--- config.mk ---
export PLATFORM = sky130hd
export DESIGN_NAME = sprite_bg_restore
export DESIGN_NICKNAME = d
export VERILOG_FILES = /design/src/rtl/map_pkg.sv /design/src/rtl/pixel_delay_line.sv /design/src/rtl/sprite_bg_restore.sv
export SDC_FILE = /design/constraint.sdc
export NUM_CORES = 1
export LEC_CHECK = 0
export BUFFER_PORTS_ARGS = -buffer_cell sky130_fd_sc_hd__buf_2
export CAP_MARGIN = 5
export CORE_ASPECT_RATIO = 1.75
export CORE_UTILIZATION = 50
export CTS_CLUSTER_DIAMETER = 80
export DETAILED_ROUTE_END_ITERATION = 8
export GPL_TIMING_DRIVEN = 0
export PLACE_DENSITY = 0.86
export SLEW_MARGIN = 20
export SYNTH_ARGS = -nofsm -noshare
export SYNTH_HDL_FRONTEND = slang
export SYNTH_SLANG_ARGS = --single-unit
--- constraint.sdc ---
create_clock -name iClock -period 4.3 [get_ports iClock]
set_input_delay 0.43 -clock iClock [delete_from_list [all_inputs] [get_ports iClock]]
set_output_delay 0.43 -clock iClock [all_outputs]
set_load 0.01 [all_outputs]
--- src/rtl/map_pkg.sv ---
// Shared screen geometry, colour/address widths, screen indices and FSM encoding
// for the background-restore engine.
package map_pkg;

   localparam int unsigned SCREEN_W = 160;
   localparam int unsigned SCREEN_H = 120;
   localparam int unsigned COL_W    = 9;
   localparam int unsigned ADDR_W   = 15;

   localparam int unsigned SCR_MAP1  = 0;
   localparam int unsigned SCR_MAP2  = 1;
   localparam int unsigned SCR_START = 2;

   typedef enum logic [1:0] {StIdle, StScan, StDrain, StDone} state_e;

   // Per-pixel record travelling alongside the memory read.
   typedef struct packed {
      logic [7:0] x;
      logic [6:0] y;
      logic       plot;
   } pix_meta_t;

endpackage

--- src/rtl/pixel_delay_line.sv ---
// Fixed-depth shift register that keeps pixel coordinates and plot-enable aligned
// with background memory read data.
module pixel_delay_line #(
   parameter int unsigned DEPTH  = 1,
   parameter int unsigned DATA_W = 16
) (
   input  logic              clk_i,
   input  logic              rst_ni,
   input  logic [DATA_W-1:0] data_i,
   output logic [DATA_W-1:0] data_o
);

   logic [DATA_W-1:0] stage_q [DEPTH];

   always_ff @(posedge clk_i or negedge rst_ni) begin
      if (!rst_ni) begin
         for (int i = 0; i < DEPTH; i++) stage_q[i] <= '0;
      end else begin
         stage_q[0] <= data_i;
         for (int i = 1; i < DEPTH; i++) stage_q[i] <= stage_q[i-1];
      end
   end

   assign data_o = stage_q[DEPTH-1];

endmodule

--- src/rtl/sprite_bg_restore.sv ---
// Erases a sprite by scanning its rectangle and replotting the stored background
// colour for every on-screen pixel, compensating for memory read latency.
module sprite_bg_restore #(
   parameter int unsigned SPR_W       = 15,
   parameter int unsigned SPR_H       = 15,
   parameter int unsigned SCREEN_W    = map_pkg::SCREEN_W,
   parameter int unsigned SCREEN_H    = map_pkg::SCREEN_H,
   parameter int unsigned NUM_SCREENS = 3,
   parameter int unsigned MEM_LAT     = 1,
   parameter int unsigned COL_W       = map_pkg::COL_W,
   parameter int unsigned ADDR_W      = map_pkg::ADDR_W
) (
   input  logic                         iClock,
   input  logic                         iResetn,
   input  logic                         iStart,
   input  logic [7:0]                   iX,
   input  logic [6:0]                   iY,
   input  logic [1:0]                   iScreenSel,
   input  logic [NUM_SCREENS*COL_W-1:0] iMemData,
   output logic [ADDR_W-1:0]            oAddress,
   output logic [7:0]                   oX,
   output logic [6:0]                   oY,
   output logic [COL_W-1:0]             oColour,
   output logic                         oPlot,
   output logic                         oBusy,
   output logic                         oDone
);

   import map_pkg::*;

   localparam int unsigned CW = (SPR_W > 1) ? $clog2(SPR_W) : 1;
   localparam int unsigned RW = (SPR_H > 1) ? $clog2(SPR_H) : 1;

   state_e            state_q, state_d;
   logic [CW-1:0]     col_q, col_d;
   logic [RW-1:0]     row_q, row_d;
   logic [7:0]        rx_q, rx_d;
   logic [6:0]        ry_q, ry_d;
   logic [1:0]        sel_q, sel_d;
   logic [2:0]        drain_q, drain_d;
   logic [ADDR_W-1:0] addr_q, addr_d;
   pix_meta_t         meta_q, meta_d;
   pix_meta_t         meta_dly;

   logic [7:0]        bx;
   logic [6:0]        by;
   logic              emit;
   logic [8:0]        px;
   logic [7:0]        py;
   logic              clipped;
   logic [COL_W-1:0]  colour;

   logic [7:0]        x_q;
   logic [6:0]        y_q;
   logic [COL_W-1:0]  colour_q;
   logic              plot_q;

   always_comb begin
      state_d = state_q;
      col_d   = col_q;
      row_d   = row_q;
      rx_d    = rx_q;
      ry_d    = ry_q;
      sel_d   = sel_q;
      drain_d = drain_q;
      emit    = 1'b0;
      bx      = rx_q;
      by      = ry_q;
      unique case (state_q)
         StIdle: begin
            if (iStart) begin
               state_d = StScan;
               rx_d    = iX;
               ry_d    = iY;
               sel_d   = (32'(iScreenSel) < NUM_SCREENS) ? iScreenSel : 2'(SCR_MAP1);
               col_d   = '0;
               row_d   = '0;
               drain_d = '0;
               emit    = 1'b1;
               bx      = iX;
               by      = iY;
            end
         end
         StScan: begin
            if (col_q == CW'(SPR_W - 1)) begin
               col_d = '0;
               if (row_q == RW'(SPR_H - 1)) begin
                  state_d = StDrain;
               end else begin
                  row_d = row_q + 1'b1;
                  emit  = 1'b1;
               end
            end else begin
               col_d = col_q + 1'b1;
               emit  = 1'b1;
            end
         end
         // Covers the memory latency plus the output register stage.
         StDrain: begin
            if (drain_q == 3'(MEM_LAT)) state_d = StDone;
            else                        drain_d = drain_q + 1'b1;
         end
         StDone:  state_d = StIdle;
         default: state_d = StIdle;
      endcase

      px      = {1'b0, bx} + 9'(col_d);
      py      = {1'b0, by} + 8'(row_d);
      clipped = (32'(px) >= SCREEN_W) || (32'(py) >= SCREEN_H);
      addr_d  = (emit && !clipped) ?
                ADDR_W'(py) * ADDR_W'(SCREEN_W) + ADDR_W'(px) : '0;
      meta_d  = '{x: px[7:0], y: py[6:0], plot: emit && !clipped};
   end

   always_ff @(posedge iClock or negedge iResetn) begin
      if (!iResetn) begin
         state_q <= StIdle;
         col_q   <= '0;
         row_q   <= '0;
         rx_q    <= '0;
         ry_q    <= '0;
         sel_q   <= '0;
         drain_q <= '0;
         addr_q  <= '0;
         meta_q  <= '0;
      end else begin
         state_q <= state_d;
         col_q   <= col_d;
         row_q   <= row_d;
         rx_q    <= rx_d;
         ry_q    <= ry_d;
         sel_q   <= sel_d;
         drain_q <= drain_d;
         addr_q  <= addr_d;
         meta_q  <= meta_d;
      end
   end

   pixel_delay_line #(
      .DEPTH  (MEM_LAT),
      .DATA_W ($bits(pix_meta_t))
   ) u_delay (
      .clk_i  (iClock),
      .rst_ni (iResetn),
      .data_i (meta_q),
      .data_o (meta_dly)
   );

   always_comb begin
      colour = '0;
      for (int s = 0; s < NUM_SCREENS; s++) begin
         if (sel_q == 2'(s)) colour = iMemData[s*COL_W +: COL_W];
      end
   end

   always_ff @(posedge iClock or negedge iResetn) begin
      if (!iResetn) begin
         x_q      <= '0;
         y_q      <= '0;
         colour_q <= '0;
         plot_q   <= 1'b0;
      end else begin
         plot_q <= meta_dly.plot;
         if (meta_dly.plot) begin
            x_q      <= meta_dly.x;
            y_q      <= meta_dly.y;
            colour_q <= colour;
         end
      end
   end

   assign oAddress = addr_q;
   assign oX       = x_q;
   assign oY       = y_q;
   assign oColour  = colour_q;
   assign oPlot    = plot_q;
   assign oBusy    = (state_q == StScan) || (state_q == StDrain);
   assign oDone    = (state_q == StDone);

endmodule

==> summary.md <==
| Metric | Value |
|---|---|
| Setup TNS | `-0.294 ns` |
| Dominant synthesized flop cell | `dfrtp_1` |
| Crit end category | `register` |
| Post-synth design cell area | `0.00480 sq mm` |
| Critical path arrival | `4.76 ns` |
| DRT Wirelength | `12500 um` |
| GPL Wtd Cong | `0.840` |
| Core area | `0.00941 sq mm` |
| Commonest cells post-synth | `dfrtp_1, a21oi_1, ha_1, nor2_1, inv_1` |
| Largest net degree at the start of global routing | `81` |
| Delay-heaviest family, CP | `adder cells` |
| Final core utilization | `69.4%` |
| Tcrit/Tclk final | `104%` |
| DP HPWL | `7380 um` |
| Fillers | `642` |
| Status | `finished with violations` |
| Grt ovf | `0` |
| Die extent in x | `76.1 um` |
| # nets final | `632` |
| Gate power share | `3.4%` |
| WL/cell | `18.6 um` |
| Slew headroom | `56.1%` |
| Num CTS Buffers | `9` |
| Fin Clk Skew | `0.00669 ns` |
| Rows | `47` |
| Yosys top cell area share | `53.2%` |
| RR Endpoint | `oAddress[14]` |
| Cells after DPL | `623` |
| H-tree depth | `3` |
| Hold Crit Endpoint | `sel_q[1]` |
| WP buf/inv | `4` |
| Layout cell share with drive strength beyond 1 | `43.6%` |
| Total power | `1.95 mW` |
| Area contributors post-synth | `dfrtp_1, ha_1, mux2_2` |
| Most frequent cell after synthesis | `dfrtp_1` |
| Vias in the first global route | `3911` |
| Die height | `132 um` |
| Synth Warn # | `0` |
| Clock power frac | `47.1%` |
| Final min period | `4.49 ns` |
| RR Startpoint | `row_q[0]` |
| Clk_lat worst skew | `0.35 ns` |
| Finished layout cell area | `0.00653 sq mm` |
| Vias per cell | `5.73` |
| Via count | `3857` |
| Area of placed instances | `0.00545 sq mm` |
| CTS tree | `done` |
| Final worst setup slack | `-0.190 ns` |
| CTS sink cnt | `102` |
| Switch Pwr | `0.390 mW` |
| RSZ-0062 raised after global routing | `yes` |
| Ant. Diodes | `0` |
| Dpl ws | `-0.835 ns` |
| Worst IR Drop VDD | `0.000255 V` |
| IO buf count | `88` |
| Root buffer cell | `clkbuf_16` |
| Sequential share of power | `49.6%` |
| Setup violators final | `3` |
| DRT antenna net count | `0` |
| Dominant cell type by area after synthesis | `dfrtp_1` |
| Max stage delay cell, worst path | `fa_2` |
| Sequential share of the synthesized area | `53.2%` |
| Violated checks | `setup timing` |
| Synth-to-layout area growth | `35.9%` |
| Final hold violation count | `0` |
| Syn Nets | `497` |
| Synth unique cells | `46` |
| Initial antenna violation count | `0` |
| Pleak | `3.28 nW` |
| Final hold slack | `0.340 ns` |
| DRC violations left | `0` |
| Starting density of the core | `51.0%` |
| Startpoint types | `register` |
| MaxCap Viol Count | `0` |
| Crit Path Class | `register to register` |
| Top cell by count, worst path | `inv_1` |
| Reg2reg setup slack | `-0.19 ns` |
| Slowest cell delay on critical path | `0.57 ns` |
| Cell count of the worst hold path | `3` |
| Die area | `0.0100 sq mm` |
| First-pass DRT Iterations | `4` |
| Ys async rst share | `100%` |
| Power density over cell area | `299 mW/mm^2` |
| Class of the worst hold path | `input pin to register` |
| P_int | `1.56 mW` |
| Post-synth EDFFs | `0` |
| Crit path required time | `4.57 ns` |
| Crit path cell chain | `inv_1 -> ha_1 -> nand3_1 -> nand2_4 -> xnor2_2 -> a22o_1 -> ha_2 -> inv_2 -> fa_2 -> inv_1 -> ha_1 -> ha_2 -> inv_1 -> fa_2 -> nor2b_2 -> o31a_1 -> o21ai_2 -> nor3b_4 -> a311o_1 -> a21oi_2` |
| Max Slew Vio Count | `0` |
| Flops & latches, synth | `102` |
| I/O pins | `89` |
| Non-filler instance count after layout | `673` |
| Max Root-Sink Buffers | `2` |
| Sw Ratio | `20.0%` |
| Post-Syn Area per Cell | `11.7 sq um` |
| Global-route wire length before repair | `18200 um` |
| F_max | `223 MHz` |
| CP max FO | `4` |
| Worst-Margin Slew | `0.659 ns` |
| Tot GR Track Use | `23.5%` |
| Clock-pin slew on the worst setup and hold paths | `0.07 ns` |
| DRT iter0 DRCs | `175` |
| R2R depth | `20` |
| Hold Startpoint | `iScreenSel[1]` |
| Mapped Cells | `412` |
layout make-up:
class,instances,area (sq um),area share (%)
Clock buffer,10,229,3.51
Clock inverter,5,108,1.65
Inverter,29,111,1.71
Multi-Input combinational cell,270,2550,39.0
Buffer,9,51.3,0.786
Timing Repair Buffer,126,774,11.9
Tap cell,122,153,2.34
Sequential cell,102,2550,39.1
power by group through the flow:
stage	clock network, mW	registers, mW	logic (mW)
6_report	0.918	0.967	0.0657
5_1_grt	0.965	0.967	0.0739
4_1_cts	0.928	0.967	0.0663
3_5_place_dp	0	0.985	0.0647
3_3_place_gp	0	0.985	0.0590
2_1_floorplan	0	0.987	0.0104
per-layer routing:
metal  vias to the layer above  GRT usage [%]  routed length, um
met5                         -              0                  0
met4                         0           15.9                595
met3                        54           5.07                545
met2                       163           42.4               6980
met1                      1939           23.9               4400
li1                       1701              -                  -
placed cells by master (no fill, tap or decap), types with 9 or more instances in the layout:
| cell type | Yosys | routed |
|---|---|---|
| dfrtp_1 | 102 | 101 |
| o21ai_0 | 21 | 17 |
| nor2_2 | 9 | 11 |
| nor2_1 | 33 | 30 |
| a21oi_1 | 35 | 25 |
| mux2_2 | 23 | 22 |
| inv_1 | 29 | 25 |
| buf_4 | 0 | 33 |
| clkbuf_16 | 0 | 9 |
| buf_2 | 0 | 87 |
| mux2i_1 | 16 | 15 |
| ha_1 | 34 | 22 |
worst max path at each step:
| stage | from | endpoint | slack (ns) | depth (start not counted) |
|---|---|---|---|---|
| 2_1_floorplan | state_q[0] | oAddress[14] | 0.005 | 20 |
| 3_3_place_gp | state_q[0] | oAddress[14] | -0.65 | 19 |
| 3_5_place_dp | state_q[0] | oAddress[14] | -0.83 | 20 |
| 4_1_cts | col_q[0] | oAddress[14] | 0.0002 | 21 |
| 5_1_grt | col_q[0] | oAddress[14] | -0.32 | 21 |
| 6_report | row_q[0] | oAddress[14] | -0.19 | 20 |
state kept, by name, summed over array words and instances (netlist names):
name            flops
oY                  7
drain_q             3
oColour             9
sel_q               2
meta_q             16
oX                  8
col_q               4
oPlot               1
u_delay.data_o     16
oAddress           15
rx_q                8
state_q             2
ry_q                7
row_q               4
logic make-up (layout without fill, tap and decap cells):
group | Yosys count | count (layout) | share of synthesized area [%]
flops | 102 | 102 | 53.2
fa+ha+maj | 38 | 38 | 10.5
compound gates | 91 | 91 | 11.6
buf+inv | 40 | 179 | 3.44
xor+xnor | 20 | 20 | 3.65
simple gates | 81 | 81 | 8.44
mux | 40 | 40 | 9.20
repair_timing:
action,in CTS,in global routing
buffers inserted,21,15
endpoints found under the hold margin,22,0
setup endpoints to repair,6,5
pin swaps,16,40
resized for setup,40,51
hold buffers,1,0
worst register-to-register path, cell delays in order, from the launching register on:
cell and delay, ns:
dfrtp_1 0.40, inv_1 0.06, ha_1 0.20, nand3_1 0.19, nand2_4 0.09, xnor2_2 0.18, a22o_1 0.21, ha_2 0.22
inv_2 0.05, fa_2 0.57, inv_1 0.12, ha_1 0.32, ha_2 0.21, inv_1 0.08, fa_2 0.43, nor2b_2 0.14
o31a_1 0.18, o21ai_2 0.09, nor3b_4 0.16, a311o_1 0.33, a21oi_2 0.18
Note: power is estimated with default switching activity, not from simulation.
